==> config.mk <==
export PLATFORM = sky130hd
export DESIGN_NAME = display_scanner
export DESIGN_NICKNAME = d
export VERILOG_FILES = /design/src/rtl/display_scanner.sv
export SDC_FILE = /design/constraint.sdc
export NUM_CORES = 1
export LEC_CHECK = 0
export CAP_MARGIN = 5
export CORE_MARGIN = 1
export CORE_UTILIZATION = 45
export DETAILED_ROUTE_END_ITERATION = 7
export DONT_BUFFER_PORTS = 1
export PLACE_DENSITY_LB_ADDON = 0.05
export SETUP_SLACK_MARGIN = 0.2
export SLEW_MARGIN = 20
export SYNTH_ARGS = -nofsm -noshare
export SYNTH_HDL_FRONTEND = slang
export SYNTH_SLANG_ARGS = --single-unit
export TNS_END_PERCENT = 5
==> constraint.sdc <==
create_clock -name clk -period 3.65 [get_ports clk]
set_clock_uncertainty 0.15 [all_clocks]
set_input_delay 0.5475 -clock clk [delete_from_list [all_inputs] [get_ports clk]]
set_output_delay 0.5475 -clock clk [all_outputs]
set_load 0.02 [all_outputs]
==> src/rtl/display_scanner.sv <==
// display_scanner: time-multiplexed 4-digit display driver with blanking between
// digits and a shadow register so each frame shows one consistent value.
module display_scanner #(
  parameter int BLANK_CYC = 2,
  parameter int DIGIT_CYC = 4
) (
  input  logic        clk,
  input  logic        reset,
  input  logic        en,
  input  logic        load,
  input  logic [15:0] data_in,
  output logic [3:0]  char,
  output logic        an_blank,
  output logic [3:0]  an,
  output logic        pending,
  output logic        frame_done
);
  localparam int CW = $clog2((BLANK_CYC > DIGIT_CYC ? BLANK_CYC : DIGIT_CYC) + 1);
  localparam logic [CW-1:0] BLAST = CW'(BLANK_CYC - 1);
  localparam logic [CW-1:0] DLAST = CW'(DIGIT_CYC - 1);
  typedef enum logic {BLANK, SHOW} state_t;
  state_t state_q, state_d;
  logic [CW-1:0] cnt_q, cnt_d;
  logic [1:0] idx_q, idx_d;
  logic [15:0] active_q, active_d, shadow_q, shadow_d;
  logic pending_q, pending_d, done_q, wrap;
  always_ff @(posedge clk or posedge reset) begin
    if (reset) begin
      state_q   <= BLANK;
      cnt_q     <= '0;
      idx_q     <= '0;
      active_q  <= '0;
      shadow_q  <= '0;
      pending_q <= 1'b0;
      done_q    <= 1'b0;
    end else begin
      state_q   <= state_d;
      cnt_q     <= cnt_d;
      idx_q     <= idx_d;
      active_q  <= active_d;
      shadow_q  <= shadow_d;
      pending_q <= pending_d;
      done_q    <= wrap;
    end
  end
  always_comb begin
    state_d = state_q;
    cnt_d   = cnt_q + 1'b1;
    idx_d   = idx_q;
    wrap    = en && state_q == SHOW && cnt_q == DLAST && idx_q == 2'd3;
    if (!en) begin
      state_d = BLANK;
      cnt_d   = '0;
      idx_d   = '0;
    end else if (state_q == BLANK && cnt_q == BLAST) begin
      state_d = SHOW;
      cnt_d   = '0;
    end else if (state_q == SHOW && cnt_q == DLAST) begin
      state_d = BLANK;
      cnt_d   = '0;
      idx_d   = idx_q + 1'b1;
    end
    // a load coinciding with the wrap bypasses the shadow and goes live at once
    shadow_d  = load ? data_in : shadow_q;
    active_d  = !wrap ? active_q : load ? data_in : pending_q ? shadow_q : active_q;
    pending_d = !wrap && (load || pending_q);
  end
  assign char       = active_q[{idx_q, 2'b00} +: 4];
  assign an_blank   = state_q != SHOW;
  assign an         = state_q == SHOW ? ~(4'b0001 << idx_q) : 4'hf;
  assign pending    = pending_q;
  assign frame_done = done_q;
endmodule

# Word level (Yosys, flattened, before mapping)
# Cells that the tools add are included.
# W data, S select, Z words.
# totals
regBits	40
latchBits	0
ramBits	0
mem_bits_ro	0
input_bits	20
output_inout_bits	11
word_cells	42
memories	0
# op_classes
add_sub_neg	2
mul	0
n_div	0
magnitude_cmp	0
n_eq_ne	6
n_shift	2
muxes	12
bitwise	2
reduce_logical	11
# ops
cell	n
$mux W16	2
$shiftx A16 B5 Y4	1
$mux W3	3
$logic_and A1 B1 Y1	6
$mux W2	3
$mux W4	1
$not A4 Y4	1
$reduce_and A2 Y1	2
$shl A1 B2 Y4 const A	1
$add A3 B1 Y3 const B	1
$eq A3 B1 Y1 const B	1
$eq A3 B2 Y1 const B	1
$mux W1	3
$ne A3 B1 Y1 const B	1
$add A2 B1 Y2 const B	1
$eq A2 B2 Y1 const B	1
$ne A2 B1 Y1 const B	1
$ne A2 B2 Y1 const B	1
$reduce_bool A2 Y1	1
$logic_not A1 Y1	1
$logic_or A1 B1 Y1	1
$not A1 Y1	1

# Longest topological paths before layout
# Gate-level depths: netlist of run 1.
# logic_depth
word_depth	5
mapped_depth	5
depth_no_buf	5

# Worst setup path before layout of run 1
# OpenSTA, ideal clock, no wires.
# synth_timing
path_type	register to output
start	register idx_q[0]
end	output port char[0]
arrival_ns	1.276
required_time_ns	2.952
slack_ns	1.677
stages_incl_launch_ff	3
path_buffers	1
cell_sequence	dfrtp_1 -> clkbuf_1 -> mux4_2
# synth_between
elab_chain_len	1
# synth_lines
element	line	source
from (decl)	24	logic [1:0] idx_q, idx_d;
from (signal assigned)	39	idx_q <= idx_d;
$shiftx A16 B5 Y4	68	assign char = active_q[{idx_q, 2'b00} +: 4];
to (decl)	12	output logic [3:0] char,
# No other way between the ends.

# Worst setup path after layout of run 1
# layout_timing
start	register idx_q[0]
end	register active_q[12]
# layout_between
elab_chain_len	3
# layout_lines
element	line	source
$eq A2 B2 Y1	50	wrap = en && state_q == SHOW && cnt_q == DLAST && idx_q == 2'd3;
$logic_and A1 B1 Y1	50	
$reduce_and A2 Y1 (no source line)	--	
to (signal assigned)	40	active_q <= active_d;
to (decl)	25	logic [15:0] active_q, active_d, shadow_q, shadow_d;
# No other way between the ends.
# A chain may end at the register's enable or synchronous reset.

==> impl_metrics.py, run 1 <==
metrics = {
    "outcome": {
        "status": "complete, no violations",
    },
    "logic_synthesis": {
        "synth-seq-cells": 40,
        "synthSimpleGateAreaFrac_pct": 7.22,
        "ys_types": 22,
        "synthCells": 117,
        "synth_top_family_by_area": "multiplexers",
        "synth_warnings": 0,
        "synth_fa_ha_area_share_pct": 4.17,
        "yosys-top-cells-area": "dfrtp_1 (56%), mux2_2 (14%), mux2_4 (8.3%), mux4_2 (5.0%), ha_1 (4.2%)",
        "ys_seq_area_share_pct": 55.6,
        "synth_fp_nets": 143,
        "synth-compound-area-share_pct": 0.278,
        "synth_top_area_share_pct": 55.6,
        "yosysTopAreaCell": "dfrtp_1",
        "muxShareOfSynthArea_pct": 28.7,
        "syn_area_per_cell_um2": 15.4,
        "synth_xor_area_share_pct": 0.486,
        "syn_area_um2": 1800,
    },
    "critical_path": {
        "arrival_ns": 2.38,
        "cpPeakStageDelay_ns": 0.72,
        "slowest_stage": "nor3_4",
        "critPathCaptureType": "flop",
        "cp.required_ns": 3.67,
        "cp-start-kind": "flop",
        "critPathKind": "reg2reg",
        "path_max_fanout": 16,
        "cp_cell_sequence": "ha_1 -> nand2_1 -> nor3_4 -> mux2_2",
    },
    "clock_network": {
        "cts_buffers": 5,
        "cts_resized": 0,
        "root_buffer": "clkbuf_8",
        "cts_tree": "built",
        "path_clk_slew_ns": 0.07,
        "insertion_delay_ns": 0.28,
        "cts_hold_buf": 0,
        "postCtsSetupBuffers": 0,
        "h-tree-depth": 2,
        "clock-sinks": 40,
        "clk_path_buf_depth": 2,
    },
    "detailed_routing": {
        "wl_per_cell_um": 16.4,
        "drc": 0,
        "via_count": 883,
        "avgViaCountPerCell": 5.22,
        "ant_nets": 0,
        "drtIter0Drc": 28,
        "drt-pass1-iter-count": 4,
        "wl_mm": 2.77,
    },
    "global_route": {
        "grt_util_all_layers_pct": 15.5,
        "grt_pass1_wl_mm": 4.75,
        "overflow": 0,
        "grt_pass1_vias": 972,
        "antenna_found_initial": 0,
        "grt_max_degree": 41,
    },
    "sta": {
        "maxSlewHeadroom_pct": 37.8,
        "fin_crit_ns": 2.36,
        "setup_tns_ns": 0,
        "drv_slew": 0,
        "post-route-period-util_pct": 64.7,
        "rsz0062_at_grt": "no",
        "hold_violations": 0,
        "timing.fmax_mhz": 424,
        "max_slew.worst_pin.slew_ns": 0.930,
        "setup_viol": 0,
    },
    "final_layout": {
        "syn2layout_area_growth_pct": 6.25,
        "antenna_cells": 0,
        "fin_nets": 146,
        "drive_gt1_share_pct": 37.2,
        "final_common_cell": "dfrtp_1",
        "layout_common_cells": "dfrtp_1 (40), mux2_2 (22), mux2_4 (10)",
    },
    "power_and_ir_drop": {
        "p_leak_uw": 0.000877,
        "peakVddDrop_v": 0.000228,
        "fin_total_pwr_uw": 868,
        "p_per_area_nw_per_um2": 453,
    },
    "placed_design": {
        "gp_congestion": 0.733,
        "placement.io_buffers": 0,
        "place_hpwl_mm": 1.88,
    },
    "floorplanning": {
        "core_um2": 3740,
        "die-area_um2": 4260,
        "rows": 22,
        "io_pins": 31,
        "die_h_um": 65.3,
        "initial_core_util_pct": 48.1,
        "die_w_um": 65.3,
    },
    "run": {
        "maxCapViolations": 0,
    },
    "worst_hold_path": {
        "min_path_type": "in2async",
    },
}
-- logic make-up (layout without fill, tap and decap cells) --
family	Yosys count	count (layout)
compound gates	1	1
xor+xnor	1	1
fa+ha+maj	6	6
buf+inv	10	14
flops	40	40
mux	39	39
simple gates	20	20
-- cells in the mapped netlist --
master and instances:
nor3_1 1, nand3b_4 1, nor2_1 4, mux2_2 22, or2b_1 1, a21oi_1 1, buf_12 1, nand2_1 5
and2_1 1, ha_1 6, dfrtp_1 40, mux4_2 4, nor2b_1 3, nor3_4 1, buf_2 2, inv_1 5
mux2i_1 3, nor3b_1 3, xnor2_1 1, clkbuf_1 1, mux2_4 10, buf_6 1
-- critical path: cells and delay by family (launching register included) --
family                     cells  cell delay, ns
DFF                            1            0.59
adders and majority gates      1            0.25
muxes                          1            0.41
and+or+nand+nor                2            0.83
-- routing by layer --
metal	routed length, µm	vias up	global-route usage [%]
met5	0	-	0
met4	39	0	7.34
met3	184	5	5.73
met2	1290	25	23.2
met1	1250	448	19.9
li1	-	405	-
-- flip-flops by register name, indices dropped and copies added (netlist names) --
signal / cells
active_q: 16
shadow_q: 16
cnt_q: 3
idx_q: 2
frame_done: 1
pending: 1
state_q: 1
-- path summary, 6_finish.rpt --
path,startpoint,end,slack [ns],cells past startpoint
hold / removal,reset,shadow_q[8],0.1,2
max in group asynchronous,reset,shadow_q[6],2.89,2
hold reg to reg,shadow_q[2],shadow_q[2],0.35,1
setup reg to reg,idx_q[0],active_q[12],1.29,4
min in group clk,en,idx_q[0],0.24,1
setup / recovery,idx_q[0],active_q[12],1.29,4
-- power by group --
group	switching, µW	internal, µW	total (µW)
combinational	44.8	39.6	84.3
sequential	20.8	470	491
clock	139	154	293
total	204	664	868
-- per-stage QoR --
step	instance area, µm²	cells	hold WS (ns)	util (%)	worst slack, ns
6_report	1910	169	0.0997	51.1	1.29
5_1_grt	1910	169	0.156	51.1	1.09
4_1_cts	1910	169	0.129	51.1	1.22
3_5_place_dp	1820	161	0.336	48.7	1.26
3_3_place_gp	1820	161	0.305	48.7	1.35
2_1_floorplan	1800	117	0.293	-	1.68
-- area by class of cell --
type	count	area, µm²
flip-flops and latches	40	1000
clock buffers	8	90.1
multi-input cells	67	737
fillers	332	1830
repair buffers	1	7.51
well taps	48	60.1
inverters	5	18.8
Power figures use the tool's default switching activity.
==> run 2, diff against run 1 <==
Clock period 3.65 ns to 2.4 ns, I/O delays scaled along.
==> run 2 against run 1 <==
Effect of this change: combinational power is 51% higher; setup slack worse by 0.93 ns; count of clock-buffer cells in the layout is 2 lower; critical endpoint is now char[2]; largest cell class unchanged; global-route usage is 0.74 points lower.
==> impl_metrics.py, run 2 (synthesized netlist as in run 1, its figures left out) <==
metrics = {
    "outcome": {
        "status": "complete, no violations",
    },
    "detailed_routing": {
        "wl_per_cell_um": 15.3,
        "ant_nets": 0,
        "drc": 0,
        "drt-pass1-iter-count": 3,
        "wl_mm": 2.63,
        "drtIter0Drc": 33,
        "via_count": 879,
        "avgViaCountPerCell": 5.11,
    },
    "placed_design": {
        "gp_congestion": 0.733,
        "place_ws_ns": 0.513,
        "place_hpwl_mm": 1.88,
        "placement.io_buffers": 0,
    },
    "final_layout": {
        "fin_util_pct": 52.3,
        "drive_gt1_share_pct": 38.7,
        "syn2layout_area_growth_pct": 8.61,
        "fin_nets": 149,
        "top_regs": "active_q: 16 flops, shadow_q: 16 flops, cnt_q: 3 flops",
        "final_common_cell": "dfrtp_1",
        "antenna_cells": 0,
        "layout_common_cells": "dfrtp_1 (40), mux2_2 (22), mux2_4 (10)",
    },
    "sta": {
        "setup_tns_ns": 0,
        "maxSlewHeadroom_pct": 67.9,
        "timing.fmax_mhz": 490,
        "fin_crit_ns": 2.04,
        "max_slew.worst_pin.slew_ns": 0.482,
        "post-route-period-util_pct": 85.0,
        "setup_viol": 0,
        "drv_slew": 0,
        "hold_violations": 0,
        "finalWorstSetupSlack_ns": 0.360,
        "rsz0062_at_grt": "no",
    },
    "worst_hold_path": {
        "holdPathEnd": "idx_q[0]",
        "hold_start": "en",
        "min_path_type": "in2reg",
        "holdPathStages": 1,
    },
    "critical_path": {
        "slowest_stage": "mux4_2",
        "r2r-start": "idx_q[0]",
        "cp_num_buf_inv": 0,
        "cp_cell_sequence": "mux4_2",
        "cp.required_ns": 1.89,
        "rr_worst_depth": 5,
        "critPathCaptureType": "primary output",
        "setup.worst_path.start": "idx_q[0]",
        "cpPeakStageDelay_ns": 0.65,
        "cp-start-kind": "flop",
        "r2r-end": "active_q[15]",
        "path_max_fanout": 8,
        "critPathKind": "reg2out",
        "arrival_ns": 1.53,
        "reg2reg_slack_ns": 0.50,
        "critical_path.top_delay_family": "multiplexers",
    },
    "clock_network": {
        "clk_path_buf_depth": 2,
        "h-tree-depth": 2,
        "cts_resized": 0,
        "clock-sinks": 40,
        "insertion_delay_ns": 0.29,
        "path_clk_slew_ns": 0.08,
        "root_buffer": "clkbuf_8",
        "cts_tree": "built",
        "cts_buffers": 5,
    },
    "floorplanning": {
        "initial_core_util_pct": 48.1,
        "io_pins": 31,
        "rows": 22,
        "core_um2": 3740,
        "die_w_um": 65.3,
        "die_h_um": 65.3,
        "die-area_um2": 4260,
    },
    "global_route": {
        "overflow": 0,
        "antenna_found_initial": 0,
        "grt_max_degree": 41,
        "grt_util_all_layers_pct": 14.8,
        "grt_pass1_wl_mm": 4.57,
        "grt_pass1_vias": 1018,
    },
    "power_and_ir_drop": {
        "p_leak_uw": 0.000901,
        "peakVddDrop_v": 0.000357,
        "fin_total_pwr_uw": 1400,
        "p_per_area_nw_per_um2": 714,
    },
    "run": {
        "maxCapViolations": 0,
    },
}
run 2: cell count changes in the layout (fill, tap and decap cells not counted), sizes merged:
| cell | before | now |
|---|---|---|
| buf | 1 | 3 |
| bufinv | 0 | 1 |
| clkbuf | 8 | 6 |
| clkinv | 0 | 1 |
| dlygate4sd3 | 0 | 1 |
run 2: area by class of cell:
class	count	area, µm²
Fill cell	317	1790
Sequential cell	40	1000
Tap cell	48	60.1
Inverter	5	18.8
Multi-Input combinational cell	67	737
Clock inverter	2	35.0
Clock buffer	6	72.6
Timing Repair Buffer	4	32.5
run 2: where the power goes:
part           total [µW]  leakage, µW  switching (µW)  internal, µW
clock network         526    0.0000552             218           308
logic                 127     0.000331            65.6          60.9
registers             745     0.000515            30.0           715
total                1400     0.000901             314          1080
run 2: worst max path at each step:
stage | endpoint | slack [ns] | cells past startpoint
6_report | char[2] | 0.36 | 1
3_5_place_dp | active_q[14] | 0.51 | 5
3_3_place_gp | active_q[11] | 0.55 | 5
4_1_cts | char[0] | 0.34 | 1
2_1_floorplan | active_q[0] | 0.56 | 5
5_1_grt | char[2] | 0.29 | 1
run 2: repair_timing:
action,4_1_cts,5_1_grt
hold endpoints to repair,40,0
setup endpoints to repair,0,0
buffers inserted,0,0
hold buffers,1,0
run 2: metal layers:
| metal | wire [µm] | GRT usage, % |
|---|---|---|
| met1 | 1260 | 19.4 |
| met2 | 1160 | 21.4 |
| met3 | 150 | 5.03 |
| met4 | 68 | 8.15 |
| met5 | 0 | 0 |
run 2: per-stage QoR:
step / instances / hold slack, ns / cell area [µm²]
after floorplan: 117 / 0.293 / 1800
after global placement: 163 / 0.250 / 1840
after detailed placement: 163 / 0.252 / 1840
after CTS: 172 / 0.0390 / 1960
after global routing: 172 / 0.0442 / 1960
final: 172 / 0.0436 / 1960
==> run 3, diff against run 2 <==
Settings changed: ABC_AREA from default to 1.
Clock period 2.4 ns to 1.7 ns, I/O delays scaled along.
==> run 3 against run 2 <==
Effect of this change: the run now ends with setup timing left; wire length up 48%; worst hold slack better by 0.019 ns; clock power up 44%; critical path depth up 4; sequential share of layout area down 7.5 points; critical path type unchanged; critical endpoint is now char[3]; largest cell class unchanged.
==> impl_metrics.py, run 3 <==
metrics = {
    "clock_network": {
        "root_buffer": "clkbuf_8",
        "h-tree-depth": 2,
        "clk_path_buf_depth": 2,
        "path_clk_slew_ns": 0.08,
        "insertion_delay_ns": 0.29,
        "cts_tree": "built",
        "cts_buffers": 5,
        "clock-sinks": 40,
    },
    "sta": {
        "timing.fmax_mhz": 560,
        "setup_tns_ns": -0.245,
        "hold_violations": 0,
        "setup_viol": 5,
        "rsz0062_at_grt": "yes",
        "maxSlewHeadroom_pct": 60.8,
        "drv_slew": 0,
        "post-route-period-util_pct": 105,
        "finalWorstSetupSlack_ns": -0.0868,
        "max_slew.worst_pin.slew_ns": 0.587,
        "fin_crit_ns": 1.79,
    },
    "critical_path": {
        "critPathCaptureType": "primary output",
        "critPathKind": "reg2out",
        "rr_worst_depth": 7,
        "arrival_ns": 1.38,
        "cp.required_ns": 1.29,
        "path_max_fanout": 6,
        "cp-start-kind": "flop",
    },
    "logic_synthesis": {
        "synth_top_family_by_area": "simple AND/OR/NAND/NOR gates",
        "synth.most_common_cell": "nand2_1",
        "ys_types": 19,
        "synth_fa_ha_area_share_pct": 4.07,
        "synth-edff-count": 0,
        "synth-seq-cells": 40,
        "synthSimpleGateAreaFrac_pct": 31.6,
        "synthTopCellsByCount": "nand2_1 (88), dfrtp_1 (40), nand3_1 (21), nor2_1 (19), inv_1 (9)",
        "synth_warnings": 0,
        "synth_top_area_share_pct": 54.3,
        "synthCells": 216,
        "async_flop_share_pct": 100,
        "yosysTopAreaCell": "dfrtp_1",
        "muxShareOfSynthArea_pct": 0,
        "synth_xor_area_share_pct": 0,
        "synth_ff_type": "dfrtp_1",
        "syn_area_per_cell_um2": 8.53,
        "ys_seq_area_share_pct": 54.3,
        "syn_area_um2": 1840,
        "yosys-top-cells-area": "dfrtp_1 (54%), nand2_1 (18%), nand3_1 (5.7%), ha_1 (4.1%), nor2_1 (3.9%)",
        "synth-compound-area-share_pct": 3.80,
        "synth_fp_nets": 242,
    },
    "placed_design": {
        "placement.io_buffers": 0,
        "place_hpwl_mm": 2.45,
        "place_inst": 264,
        "gp_congestion": 0.798,
    },
    "final_layout": {
        "drive_gt1_share_pct": 16.2,
        "final_cell_count_no_fill": 295,
        "antenna_cells": 0,
        "top_regs": "active_q: 16 flops, shadow_q: 16 flops, cnt_q: 3 flops",
        "final_common_cell": "nand2_1",
        "syn2layout_area_growth_pct": 24.6,
        "fin_nets": 272,
        "layout_common_cells": "nand2_1 (84), dfrtp_1 (39), nand3_1 (21)",
        "nFillCells": 332,
    },
    "global_route": {
        "grt_util_all_layers_pct": 21.0,
        "grt_max_degree": 41,
        "grt_pass1_wl_mm": 6.64,
        "grt_pass1_vias": 1394,
        "overflow": 0,
        "antenna_found_initial": 0,
    },
    "detailed_routing": {
        "wl_mm": 3.90,
        "via_count": 1483,
        "drt-pass1-iter-count": 4,
        "wl_per_cell_um": 13.2,
        "drc": 0,
        "drtIter0Drc": 116,
        "avgViaCountPerCell": 5.03,
        "ant_nets": 0,
    },
    "power_and_ir_drop": {
        "p_leak_uw": 0.00118,
        "peakVddDrop_v": 0.000565,
        "p_per_area_nw_per_um2": 877,
        "fin_total_pwr_uw": 2010,
    },
    "floorplanning": {
        "core_um2": 3800,
        "die_w_um": 66.0,
        "die_h_um": 66.0,
        "rows": 22,
        "io_pins": 31,
        "die-area_um2": 4360,
        "initial_core_util_pct": 48.5,
    },
    "run": {
        "maxCapViolations": 0,
    },
    "outcome": {
        "violations": "setup timing",
        "status": "finished, violations left",
    },
    "worst_hold_path": {
        "holdPathStages": 3,
        "min_path_type": "in2reg",
    },
}
[run 3: area by class of cell]
| cell class | count | area, µm² | share of cell area, % |
|---|---|---|---|
| Timing Repair inverter | 1 | 8.76 | 0.381 |
| Inverter | 12 | 65.1 | 2.83 |
| Timing Repair Buffer | 30 | 290 | 12.6 |
| Tap cell | 48 | 60.1 | 2.62 |
| Multi-Input combinational cell | 156 | 762 | 33.2 |
| Sequential cell | 40 | 1000 | 43.7 |
| Clock buffer | 6 | 72.6 | 3.16 |
| Clock inverter | 2 | 35.0 | 1.53 |
[run 3: logic make-up after synthesis]
| kind of cell | after synthesis |
|---|---|
| buffers and inverters | 20 |
| flip-flops | 40 |
| AND/OR/NAND/NOR | 136 |
| adder cells (fa/ha/maj) | 6 |
| AO/OA/AOI/OAI | 14 |
[run 3: per-layer routing]
metal | track usage, % | part of all wire, % | vias to the layer above
met5 | 0 | 0 | -
met4 | 7.45 | 1.4 | 0
met3 | 6.03 | 6.5 | 4
met2 | 33.4 | 46 | 43
met1 | 27.1 | 46 | 701
li1 | - | - | 735
[run 3: metrics by stage]
stage	hold slack [ns]	setup WS, ns	utilization (%)	area, µm²
6_report	0.0625	-0.0868	60.4	2300
2_1_floorplan	0.221	0.210	-	1840
3_3_place_gp	0.147	0.0924	50.3	1910
3_5_place_dp	0.155	0.0790	50.3	1910
4_1_cts	0.0585	-0.0731	60.1	2280
5_1_grt	0.0686	-0.137	60.4	2300
[run 3: critical path: stages, from the launching register on]
cell,delay [ns]
dfrtp_1,0.40
buf_6,0.18
clkinv_8,0.07
o21ai_1,0.17
o21ai_1,0.11
buf_4,0.17
[run 3: worst paths after layout]
path,endpoint,slack [ns],start
max reg2reg,active_q[10],0.12,idx_q[0]
min reg2reg,cnt_q[0],0.32,cnt_q[0]
max in group asynchronous,state_q,0.64,reset
min,shadow_q[1],0.06,load
max,char[3],-0.09,idx_q[0]
min in group asynchronous,cnt_q[0],0.38,reset
[run 3: repair_timing]
action | 4_1_cts | 5_1_grt
pin swaps | 1 | 0
endpoints found under the hold margin | 62 | 0
hold buffers | 19 | 0
setup endpoints to repair | 24 | 25
cloned | 2 | 0
resized for setup | 18 | 5
setup buffers | 2 | 0
[run 3: power breakdown]
| part | internal, µW | switching, µW |
|---|---|---|
| registers | 1000 | 33.2 |
| clock network | 435 | 321 |
| logic | 83.6 | 136 |
